`config.mk`:
```
export PLATFORM = sky130hd
export DESIGN_NAME = npu_result_reader
export DESIGN_NICKNAME = d
export VERILOG_FILES = /design/src/rtl/npu_result_reader.sv
export SDC_FILE = /design/constraint.sdc
export NUM_CORES = 1
export LEC_CHECK = 0
export BUFFER_PORTS_ARGS = -buffer_cell sky130_fd_sc_hd__buf_2
export CORE_MARGIN = 2
export CORE_UTILIZATION = 41
export DETAILED_ROUTE_END_ITERATION = 6
export PLACE_DENSITY_LB_ADDON = 0.2
export SLEW_MARGIN = 30
export SYNTH_ARGS = -nofsm -noshare
export SYNTH_HDL_FRONTEND = slang
export SYNTH_SLANG_ARGS = --single-unit
```
`constraint.sdc`:
```
create_clock -name CLKEXT -period 1.95 [get_ports CLKEXT]
set_clock_uncertainty 0.15 [all_clocks]
set_input_delay 0.39 -clock CLKEXT [delete_from_list [all_inputs] [get_ports CLKEXT]]
set_output_delay 0.39 -clock CLKEXT [all_outputs]
set_load 0.02 [all_outputs]
```
`src/rtl/npu_result_reader.sv`:
```
// NPU result reader: pops hi/lo byte pairs from the NPU output FIFO,
// rebuilds 16-bit results and hands them to the host over valid/ready.
module npu_result_reader #(
  parameter int CNT_W   = 8,
  parameter int TIMEOUT = 16
) (
  input  logic             CLKEXT,
  input  logic             RST_GLO,
  input  logic             EN,
  input  logic             CLR,
  input  logic             FIFO_EMPTY,
  input  logic [7:0]       fifo_data_out,
  output logic             fifo_rd_en,
  output logic [15:0]      RES_DATA,
  output logic             RES_VALID,
  input  logic             RES_READY,
  output logic [CNT_W-1:0] RES_CNT,
  output logic             ORPHAN,
  output logic             BUSY
);

  localparam int TW = (TIMEOUT > 2) ? $clog2(TIMEOUT) : 1;
  localparam logic [TW-1:0] TMO_LAST = TW'(TIMEOUT - 1);

  typedef enum logic [2:0] {
    IDLE,
    REQ_HI,
    CAP_HI,
    REQ_LO,
    CAP_LO,
    OUT
  } state_t;

  state_t           state_q, state_d;
  logic [7:0]       hi_q, hi_d;
  logic [15:0]      res_q, res_d;
  logic [TW-1:0]    tmo_q, tmo_d;
  logic [CNT_W-1:0] cnt_q, cnt_d;
  logic             orphan_q, orphan_d;

  always_ff @(posedge CLKEXT or posedge RST_GLO) begin
    if (RST_GLO) begin
      state_q  <= IDLE;
      hi_q     <= '0;
      res_q    <= '0;
      tmo_q    <= '0;
      cnt_q    <= '0;
      orphan_q <= 1'b0;
    end else begin
      state_q  <= state_d;
      hi_q     <= hi_d;
      res_q    <= res_d;
      tmo_q    <= tmo_d;
      cnt_q    <= cnt_d;
      orphan_q <= orphan_d;
    end
  end

  always_comb begin
    state_d    = state_q;
    hi_d       = hi_q;
    res_d      = res_q;
    tmo_d      = tmo_q;
    cnt_d      = cnt_q;
    orphan_d   = orphan_q;
    fifo_rd_en = 1'b0;
    if (CLR) begin
      // abort wins over any pop or handshake in flight
      state_d  = IDLE;
      cnt_d    = '0;
      orphan_d = 1'b0;
    end else begin
      unique case (state_q)
        IDLE: begin
          if (EN) state_d = REQ_HI;
        end
        REQ_HI: begin
          if (!EN) begin
            state_d = IDLE;
          end else if (!FIFO_EMPTY) begin
            fifo_rd_en = 1'b1;
            state_d    = CAP_HI;
          end
        end
        CAP_HI: begin
          hi_d    = fifo_data_out;
          tmo_d   = '0;
          state_d = REQ_LO;
        end
        REQ_LO: begin
          if (!FIFO_EMPTY) begin
            fifo_rd_en = 1'b1;
            state_d    = CAP_LO;
          end else if (tmo_q == TMO_LAST) begin
            // low byte never came: drop the high byte
            orphan_d = 1'b1;
            hi_d     = '0;
            tmo_d    = '0;
            state_d  = REQ_HI;
          end else begin
            tmo_d = tmo_q + TW'(1);
          end
        end
        CAP_LO: begin
          res_d   = {hi_q, fifo_data_out};
          state_d = OUT;
        end
        OUT: begin
          if (RES_READY) begin
            cnt_d   = cnt_q + CNT_W'(1);
            state_d = EN ? REQ_HI : IDLE;
          end
        end
        default: state_d = IDLE;
      endcase
    end
  end

  assign RES_DATA  = res_q;
  assign RES_VALID = (state_q == OUT);
  assign RES_CNT   = cnt_q;
  assign ORPHAN    = orphan_q;
  assign BUSY      = (state_q != IDLE);

endmodule
```
======== Yosys cells after proc, flatten, opt, wreduce, memory -nomap -nowiden ========
Cells that the tools add are included.
cells by class
  add/sub/neg operators ................... 2
  eq/ne operators ......................... 12
  multiplexer cells ....................... 26
  bitwise gates (word level) .............. 1
  reduce and logical (&&, ||, !) cells .... 14
operators by type and width
  cell                 number
  $mux 8               5
  $mux 3               7
  $pmux 3 s6           1
  $pmux 8 s2           1
  $reduce_bool 2->1    6
  $add 8x1->8 const B  1
  $mux 1               8
  $mux 4               2
  $ne 4x4->1 const B   2
  $pmux 4 s2           1
  $reduce_and 4->1     2
  $eq 3x2->1 const B   2
  $eq 3x3->1 const B   2
  $reduce_and 3->1     2
  $add 4x1->4 const B  1
  $eq 4x4->1 const B   1
  $ne 2x2->1 const B   2
  $reduce_and 2->1     2
  $eq 3x1->1 const B   1
  $logic_not 3->1      1
  $ne 3x2->1 const B   1
  $ne 3x3->1 const B   1
  $reduce_bool 3->1    1
  $pmux 1 s2           1
  $not 1->1            1
storage, ports and cells
  register bits after elaboration ......... 40
  input bits .............................. 14
  output and inout port bits .............. 28
  logic and storage cells ................. 61

======== Logic depth before layout (Yosys ltp) ========
Gate-level depths: netlist (run 1).
  depth in word-level cells ............... 5
  depth in mapped cells ................... 5
  mapped depth without buffers ............ 4

======== Least setup slack after synthesis (run 1) ========
OpenSTA, ideal clock, no wires.
  path kind ............................... register to output
  from .................................... register state_q[0]
  to ...................................... output fifo_rd_en
  arrival time ............................ 1396 ps
  required time ........................... 1410 ps
  setup slack ............................. 14 ps
  cell stages (with the launch flop) ...... 4
  path buffers ............................ 1
  cells stage by stage .................... dfrtp_1 buf_2 nand2b_1 nor4_1
between the ends
  cells in the longest elaborated chain, start to end .. 3
  elaborated cells between the ends (all ways) .. 4
  those cells by class .................... eq/ne: 2; mux: 2
RTL lines
  what                                             line  RTL
  start, declared                                  34    state_t state_q, state_d;
  start signal, assigned                           50    state_q <= state_d;
  $eq 3x2->1 / $eq 3x1->1 (equally long branches)  73    unique case (state_q)
  $pmux 1 s2 (*)                                   73
  $mux 1 (*)                                       67    if (CLR) begin
  end, declared                                    13    output logic fifo_rd_en,
Mark *: on every way between the ends. The rest lies on a longest branch, timed or not.

======== Final worst setup path (run 1) ========
  from .................................... register state_q[2]
  to ...................................... output BUSY
between the ends
  cells in the longest elaborated chain, start to end .. 1
RTL lines
  what               line  RTL
  $reduce_bool 3->1  123   assign BUSY = (state_q != IDLE);
  end, declared      19    output logic BUSY
No other way between the ends.

==> flow_metrics.env, run 1 <==
export IMPL_worstSetupPathType="reg -> out"
export IMPL_wirelength_um=3840
export IMPL_place_congestion=0.803
export IMPL_routedWlPerCell_um=14.9
export IMPL_p_switching_mw=0.412
export IMPL_start_util=0.423
export IMPL_status="completed"
export IMPL_switching_share=0.222
export IMPL_period_share=0.975
export IMPL_ys_flop_type="dfrtp_1"
export IMPL_crit_fanout=8
export IMPL_cts_made_buffers=5
export IMPL_grt_max_degree=41
export IMPL_route_detailed_drc=0
export IMPL_core_sq_mm=0.00432
export IMPL_rsz0062_at_grt="yes"
export IMPL_clk_latency_ps=290
export IMPL_clkSinkCount=40
export IMPL_grt_pass1_wl_um=6500
export IMPL_final_antenna_net_count=0
export IMPL_pin_count=42
export IMPL_clock_path_buffers=2
export IMPL_ctsHtreeMaxLevel=2
export IMPL_critPathLaunch="state_q[2]$_DFFE_PP0P_"
export IMPL_drv_cap=0
export IMPL_cts_tree="yes"
export IMPL_r2r_end="hi_q[3]$_DFFE_PP0P_"
export IMPL_cp_data_required_time_ps=1410
export IMPL_n_antenna_cell=0
export IMPL_grt_pass1_vias=1449
export IMPL_final_util=0.528
export IMPL_yosysSeqAreaShare=0.547
export IMPL_hold_path_class="in -> async"
export IMPL_total_power_mw=1.86
export IMPL_hold_violations=0
export IMPL_synth_area_sq_mm=0.00183
export IMPL_met3_usage=0.0484
export IMPL_slew_violations=0
export IMPL_final_net_count=220
export IMPL_syn_nets=170
export IMPL_async_flop_share=1.00
export IMPL_die_area_sq_mm=0.00501
export IMPL_ys_warn_count=0
export IMPL_num_rows=24
export IMPL_worst_slack_ps=48.6
export IMPL_drt_pass1_iterations=4
export IMPL_use_met2=0.265
export IMPL_power_frac_comb=0.102
export IMPL_met1_usage=0.213
export IMPL_port_buffers=41
export IMPL_postSynthCellCount=154
export IMPL_die_w_um=70.8
export IMPL_finalCriticalPeriod_ps=1900
export IMPL_clk_pin_slew_ps=70
export IMPL_fillers=397
export IMPL_dp_slack_ps=174
export IMPL_synth_edf_count=0
export IMPL_cts_root_buffer="clkbuf_8"
export IMPL_antenna_found_initial=0
export IMPL_viasPerCell=5.56
export IMPL_stdcell_area_sq_mm=0.00228
export IMPL_cp_start_kind="flop"
export IMPL_setup_viol=0
export IMPL_ys_seq_elements=40
export IMPL_fmax_mhz=526
export IMPL_relSlewSlack=0.676
export IMPL_placed_cell_area_sq_mm=0.00213
export IMPL_vias=1428
export IMPL_rr_worst_depth=4
export IMPL_peakVddDrop_v=0.000597
export IMPL_cp_arrival_ps=1360
export IMPL_die_height_um=70.8
export IMPL_final_layout_size_suffix_gt1_frac=0.405
export IMPL_leakagePower_nw=1.14
export IMPL_grt_busiest_layer="met2"
export IMPL_power_density_mw_per_mm2=813
export IMPL_power_frac_seq=0.508
export IMPL_area_growth_pct=24.8
export IMPL_r2r_setup_slack_ps=140
export IMPL_intPower_mw=1.44
export IMPL_power_frac_clock=0.390
export IMPL_place_hpwl_um=2770
export IMPL_worst_setup_path_end_kind="output port"
export IMPL_grt_use_total=0.164
export IMPL_postSynthAreaPerCell_sq_um=11.9
export IMPL_timing_rr_start="state_q[2]$_DFFE_PP0P_"
export IMPL_ys_types=41
export IMPL_grt_ovfl_total=0
export IMPL_tightest_slew_ps=486
export IMPL_dr_first_iter_drc_count=127
## per-layer routing
| layer | wire [um] | up-vias |
|---|---|---|
| li1 | - | 671 |
| met5 | 0 | - |
| met3 | 209 | 6 |
| met4 | 54 | 0 |
| met1 | 1710 | 700 |
| met2 | 1870 | 51 |
## area by class of cell
class | count | area [sq um] | area share
multi-input combinational | 101 | 778 | 0.341
timing repair buffer | 51 | 293 | 0.128
tap | 52 | 65.1 | 0.0285
clock buffer | 7 | 96.3 | 0.0422
clock inverter | 1 | 30.0 | 0.0132
sequential | 40 | 1000 | 0.439
inverter | 5 | 18.8 | 0.00822
## cell usage in the layout (no fill, tap or decap), drive strengths merged, types with 2 or more instances in the layout
cell | netlist | routed
a21oi | 8 | 8
a22o | 8 | 8
buf | 5 | 51
clkbuf | 3 | 7
dfrtp | 40 | 40
ha | 2 | 2
inv | 5 | 5
mux2 | 17 | 17
nand2 | 7 | 7
nand2b | 3 | 3
nand3 | 6 | 6
nand3b | 2 | 2
nand4 | 2 | 2
nor2 | 6 | 6
nor2b | 3 | 3
nor4 | 2 | 2
o21ai | 7 | 7
o31ai | 2 | 2
or3 | 5 | 5
or4 | 2 | 2
## synth_stat cells, types with 2 or more instances
master,number,area share
a21oi_1,8,0.022
a22o_1,8,0.038
buf_2,3,0.0082
clkbuf_1,3,0.0062
dfrtp_1,40,0.55
ha_1,2,0.014
inv_1,5,0.010
mux2_2,17,0.10
nand2_1,7,0.014
nand2b_1,3,0.010
nand3_1,6,0.016
nand3b_1,2,0.0082
nand4_1,2,0.0068
nor2_1,6,0.012
nor2b_1,3,0.010
nor4_1,2,0.0068
o21ai_0,7,0.019
o31ai_1,2,0.0082
or3_1,5,0.017
or4_1,2,0.0082
## worst max path at each step
stage / slack (ps) / end / depth (start not counted)
2_1_floorplan: 10 / fifo_rd_en / 3
6_report: 50 / BUSY / 3
4_1_cts: 40 / BUSY / 3
3_3_place_gp: 200 / hi_q[1]$_DFFE_PP0P_ / 4
3_5_place_dp: 170 / hi_q[5]$_DFFE_PP0P_ / 4
5_1_grt: -2 / BUSY / 3
## registers in the layout, summed over array words and instances, names as in the netlist
name and flops:
hi_q 8, ORPHAN 1, state_q 3, tmo_q 4, RES_DATA 16, RES_CNT 8
## stage by stage
step	TNS (ps)	std cells	hold slack [ps]
final	0	257	58.2
after floorplan	0	154	317
after detailed placement	0	248	336
after global routing	-1.75	257	103
after global placement	0	248	335
after CTS	0	257	73.8
## logic make-up after synthesis
logic type      synth area share
compound gates             0.137
xor+xnor                 0.00479
fa+ha+maj                 0.0137
buf+inv                   0.0349
flops                      0.547
mux                        0.110
simple gates               0.153
## power groups by stage
stage / registers [mW] / clock network, mW / logic, mW
after floorplan: 0.962 / 0 / 0.112
after global routing: 0.952 / 0.784 / 0.212
after global placement: 0.957 / 0 / 0.181
after CTS: 0.943 / 0.747 / 0.190
after detailed placement: 0.957 / 0 / 0.190
final: 0.943 / 0.725 / 0.189
## critical path, stage by stage (launching register included)
cell     delay (ps)
dfrtp_2         400
buf_4           160
or3_1           350
buf_2           160
## repair_timing
item | 4_1_cts | 5_1_grt
endpoints found under the setup margin | 2 | 1
setup buffers | 1 | 0
gates resized for setup | 1 | 2
cloned | 0 | 0
hold buffers | 0 | 0
(Power assumes the default switching activity.)
==> run 2, diff against run 1 <==
Clock period 1.95 ns to 1.89 ns, I/O delays scaled along.
==> flow_metrics.env, run 2 (synthesis results as in run 1) <==
export IMPL_status="completed"
export IMPL_route_detailed_drc=0
export IMPL_core_sq_mm=0.00432
export IMPL_worst_setup_path_end_kind="output port"
export IMPL_grt_ovfl_total=0
export IMPL_period_share=0.981
export IMPL_leakagePower_nw=1.14
export IMPL_grt_pass1_wl_um=6430
export IMPL_final_cell_mix="buf_2 (40), dfrtp_1 (39), mux2_2 (17), buf_4 (11)"
export IMPL_antenna_found_initial=0
export IMPL_peakVddDrop_v=0.000587
export IMPL_layout_commonest_cell="buf_2"
export IMPL_clk_latency_ps=280
export IMPL_met1_usage=0.220
export IMPL_clkSinkCount=40
export IMPL_start_util=0.423
export IMPL_grt_busiest_layer="met2"
export IMPL_place_congestion=0.818
export IMPL_viasPerCell=5.29
export IMPL_hold_violations=0
export IMPL_grt_max_degree=41
export IMPL_port_buffers=41
export IMPL_timing_rr_start="state_q[2]$_DFFE_PP0P_"
export IMPL_num_rows=24
export IMPL_cp_start_kind="flop"
export IMPL_worst_path_most_repeated_cell="buf_6"
export IMPL_drt_pass1_iterations=4
export IMPL_die_height_um=70.8
export IMPL_n_antenna_cell=0
export IMPL_cts_root_buffer="clkbuf_8"
export IMPL_die_w_um=70.8
export IMPL_max_stage_delay_ps=390
export IMPL_critical_path_buf_inv_count=2
export IMPL_r2r_setup_slack_ps=110
export IMPL_met3_usage=0.0427
export IMPL_vias=1380
export IMPL_tightest_slew_ps=485
export IMPL_crit_slowest_cell="dfrtp_1"
export IMPL_pin_count=42
export IMPL_cp_arrival_ps=1330
export IMPL_final_layout_size_suffix_gt1_frac=0.411
export IMPL_ctsHtreeMaxLevel=2
export IMPL_stdcell_area_sq_mm=0.00231
export IMPL_r2r_end="hi_q[0]$_DFFE_PP0P_"
export IMPL_final_util=0.533
export IMPL_relSlewSlack=0.676
export IMPL_final_net_count=224
export IMPL_hold_path_class="in -> async"
export IMPL_grt_use_total=0.159
export IMPL_grt_pass1_vias=1397
export IMPL_rsz0062_at_grt="yes"
export IMPL_final_antenna_net_count=0
export IMPL_crit_chain="buf_6 > or3_4 > buf_6"
export IMPL_crit_family="flip-flops"
export IMPL_drv_cap=0
export IMPL_use_met2=0.242
export IMPL_rr_worst_depth=4
export IMPL_cts_tree="yes"
export IMPL_slew_violations=0
export IMPL_die_area_sq_mm=0.00501
export IMPL_cts_made_buffers=5
export IMPL_place_hpwl_um=2720
export IMPL_power_density_mw_per_mm2=795
export IMPL_wirelength_um=3750
export IMPL_worstSetupPathType="reg -> out"
export IMPL_largest_reg_flops=16
export IMPL_placed_cell_area_sq_mm=0.00214
export IMPL_setup_viol=0
export IMPL_ctsHoldBuffers=0
export IMPL_routedWlPerCell_um=14.4
export IMPL_dr_first_iter_drc_count=45
export IMPL_finalCriticalPeriod_ps=1850
export IMPL_fmax_mhz=539
export IMPL_area_growth_pct=26.1
export IMPL_clk_pin_slew_ps=70
export IMPL_crit_fanout=9
export IMPL_clock_path_buffers=2
export IMPL_cp_data_required_time_ps=1360
run 2: how the worst max path moves through the flow:
stage	startpoint	to	slack (ps)	depth (start not counted)
detailed placement	CLR	hi_q[0]$_DFFE_PP0P_	120	4
CTS	state_q[2]$_DFFE_PP0P_	BUSY	1	3
global placement	CLR	hi_q[2]$_DFFE_PP0P_	140	4
global route	state_q[0]$_DFFE_PP0P_	fifo_rd_en	-7	3
finish	state_q[2]$_DFFE_PP0P_	BUSY	40	3
floorplan	CLR	RES_DATA[0]$_DFFE_PP0P_	120	4
run 2: where the power goes:
part / internal (mW) / total [mW] / switching [mW]
clock: 0.391 / 0.662 / 0.271
combinational: 0.100 / 0.198 / 0.0975
sequential: 0.930 / 0.973 / 0.0429
run 2: timing repair:
action | CTS | global route
resized for setup | 3 | 3
setup endpoints to repair | 2 | 2
buffers inserted | 1 | 4
run 2: layout make-up:
type,instances,area (sq um)
clock inverter,2,35.0
timing repair buffer,55,337
clock buffer,6,72.6
sequential,40,1000
fill,413,2020
multi-input combinational,101,776
inverter,5,18.8
tap,52,65.1
run 2: routing by layer:
layer,part of all wire,wire (um),vias to the layer above
met5,0,0,-
met4,0.0096,36,0
met3,0.050,186,4
met2,0.47,1750,32
met1,0.47,1770,670
li1,-,-,674
run 2: metrics by stage:
step                      instances  hold WS [ps]  setup WS [ps]  setup TNS [ps]  total power [mW]
final                           261          49.0           35.5               0              1.83
after CTS                       257          62.4           1.14               0              1.85
after detailed placement        248           337            121               0              1.18
after global routing            261          91.9          -7.35           -10.8              1.93
after global placement          248           334            142               0              1.17
after floorplan                 154           317            124               0              1.11
run 2: tightest hold or removal path: cells and delay by family:
kind / cells / cell delay [ps]
buffers and inverters: 3 / 540
==> run 3, diff against run 2 <==
Settings changed: ABC_AREA set to 1.
==> flow_metrics.env, run 3 <==
export IMPL_status="completed"
export IMPL_viasPerCell=4.82
export IMPL_place_inst=324
export IMPL_worst_setup_path_end_kind="output port"
export IMPL_ys_warn_count=0
export IMPL_grt_use_total=0.169
export IMPL_n_antenna_cell=0
export IMPL_synth_area_sq_mm=0.00190
export IMPL_port_buffers=41
export IMPL_max_stage_delay_ps=400
export IMPL_worstSetupPathType="reg -> out"
export IMPL_finalCriticalPeriod_ps=1820
export IMPL_worst_slack_ps=74.5
export IMPL_area_growth_pct=23.2
export IMPL_num_rows=24
export IMPL_postSynthAreaPerCell_sq_um=8.22
export IMPL_fillers=451
export IMPL_async_flop_share=1.00
export IMPL_grt_pass1_wl_um=6920
export IMPL_yosysTopAreaCell="dfrtp_1"
export IMPL_final_antenna_net_count=0
export IMPL_cp_data_required_time_ps=1360
export IMPL_fin_cells=336
export IMPL_final_layout_size_suffix_gt1_frac=0.264
export IMPL_crit_slowest_cell="dfrtp_2"
export IMPL_core_sq_mm=0.00441
export IMPL_place_congestion=0.798
export IMPL_final_util=0.530
export IMPL_routedWlPerCell_um=11.8
export IMPL_yosysSeqAreaShare=0.527
export IMPL_cts_root_buffer="clkbuf_8"
export IMPL_dp_slack_ps=225
export IMPL_drv_cap=0
export IMPL_hold_worst_slack_ps=35.3
export IMPL_tns_ps=0
export IMPL_synthTopCellsByArea="dfrtp_1 (53%), nand2_1 (11%), inv_1 (8.3%)"
export IMPL_rsz0062_at_grt="no"
export IMPL_setup_viol=0
export IMPL_clkSinkCount=40
export IMPL_p_switching_mw=0.822
export IMPL_power_frac_clock=0.283
export IMPL_postSynthCellCount=231
export IMPL_ys_flop_type="dfrtp_1"
export IMPL_ctsHtreeMaxLevel=2
export IMPL_grt_ovfl_total=0
export IMPL_power_frac_comb=0.256
export IMPL_power_frac_seq=0.461
export IMPL_peakVddDrop_v=0.000669
export IMPL_intPower_mw=1.70
export IMPL_relSlewSlack=0.668
export IMPL_ys_top_cells_by_count="nand2_1 (54), inv_1 (42), dfrtp_1 (40), o21ai_0 (23), nand3_1 (13)"
export IMPL_cp_start_kind="flop"
export IMPL_die_area_sq_mm=0.00519
export IMPL_final_cell_mix="nand2_1 (54), inv_1 (41), buf_2 (40), dfrtp_1 (38), o21ai_0 (23)"
export IMPL_ys_seq_elements=40
export IMPL_start_util=0.430
export IMPL_crit_fanout=5
export IMPL_vias=1620
export IMPL_hold_path_class="in -> async"
export IMPL_largest_reg_flops=16
export IMPL_ys_types=23
export IMPL_cts_tree="yes"
export IMPL_total_power_mw=2.52
export IMPL_tightest_slew_ps=498
export IMPL_synth_edf_count=0
export IMPL_hold_violations=0
export IMPL_clock_path_buffers=2
export IMPL_clk_latency_ps=290
export IMPL_fmax_mhz=551
export IMPL_placed_cell_area_sq_mm=0.00218
export IMPL_period_share=0.961
export IMPL_power_density_mw_per_mm2=1080
export IMPL_cts_made_buffers=5
export IMPL_synth_most_common_cell="nand2_1"
export IMPL_dr_first_iter_drc_count=115
export IMPL_critical_path_buf_inv_count=2
export IMPL_crit_chain="nand2_1 > nor2_2 > inv_2 > a21oi_2 > buf_4"
export IMPL_pin_count=42
export IMPL_switching_share=0.326
export IMPL_antenna_found_initial=0
export IMPL_die_height_um=72.1
export IMPL_route_detailed_drc=0
export IMPL_place_hpwl_um=2880
export IMPL_synth_top_area_frac=0.527
export IMPL_layout_commonest_cell="nand2_1"
export IMPL_leakagePower_nw=1.30
export IMPL_die_w_um=72.1
export IMPL_wirelength_um=3960
export IMPL_cp_arrival_ps=1290
export IMPL_stdcell_area_sq_mm=0.00234
export IMPL_crit_family="flip-flops"
export IMPL_slew_violations=0
export IMPL_final_net_count=299
export IMPL_clk_pin_slew_ps=90
export IMPL_syn_nets=247
export IMPL_drt_pass1_iterations=4
export IMPL_grt_max_degree=41
export IMPL_grt_pass1_vias=1620
-- run 3: cell count changes after synthesis, sizes merged, moves of 7 or more --
cell | previous run | this run
nand3 | 6 | 15
mux2 | 17 | 0
nor2 | 6 | 13
o22ai | 1 | 8
o21ai | 7 | 28
nand2 | 7 | 55
inv | 5 | 46
a22o | 8 | 0
-- run 3: what timing repair did --
item                       in CTS  in global routing
setup endpoints to repair       1                  1
setup buffers                   2                  2
hold buffers                    0                  0
pin swaps                       0                  1
gates resized for setup         4                  2
gates cloned                    0                  0
-- run 3: kinds of logic (layout without fill, tap and decap cells) --
kind of cell / Yosys count / in the layout / synth area share
AO/OA/AOI/OAI: 45 / 45 / 0.136
buffers and inverters: 51 / 104 / 0.103
flip-flops: 40 / 40 / 0.527
AND/OR/NAND/NOR: 93 / 93 / 0.220
adder cells (fa/ha/maj): 2 / 2 / 0.0132
-- run 3: routing by layer --
layer / wire [um] / vias to the layer above / track usage
met5: 0 / - / 0
met4: 25 / 0 / 0.0587
met3: 142 / 2 / 0.0431
met2: 1990 / 34 / 0.290
met1: 1810 / 740 / 0.206
li1: - / 844 / -
-- run 3: layout make-up --
cell class / instances / area (sq um) / share of cell area
Inverter: 46 / 173 / 0.0738
Sequential cell: 40 / 1000 / 0.429
Multi-Input combinational cell: 140 / 708 / 0.303
Clock buffer: 5 / 68.8 / 0.0294
Clock inverter: 3 / 46.3 / 0.0198
Timing Repair Buffer: 50 / 275 / 0.118
Tap cell: 52 / 65.1 / 0.0278
-- run 3: tightest hold or removal path, delay by kind of cell --
kind	cells	cell delay, ps
buffers and inverters	3	550
-- run 3: path summary, 6_finish.rpt --
path                                              start                        to  slack, ps  cells after the start
worst min-delay path                            RST_GLO  RES_DATA[14]$_DFFE_PP0P_         40                      3
max in group asynchronous                       RST_GLO    state_q[2]$_DFFE_PP0P_       1180                      3
worst max register to register   state_q[2]$_DFFE_PP0P_       hi_q[7]$_DFFE_PP0P_        220                      7
worst min register to register  RES_DATA[8]$_DFFE_PP0P_   RES_DATA[8]$_DFFE_PP0P_        330                      2
worst max-delay path             state_q[1]$_DFFE_PP0P_                fifo_rd_en         70                      5
min in group CLKEXT                                 CLR    RES_CNT[3]$_DFFE_PP0P_        130                      2
-- run 3: power by group through the flow --
stage,registers [mW],logic [mW],clock network [mW]
3_5_place_dp,1.19,0.628,0
5_1_grt,1.18,0.721,0.780
6_report,1.16,0.646,0.714
3_3_place_gp,1.18,0.613,0
4_1_cts,1.16,0.648,0.739
2_1_floorplan,1.27,0.334,0
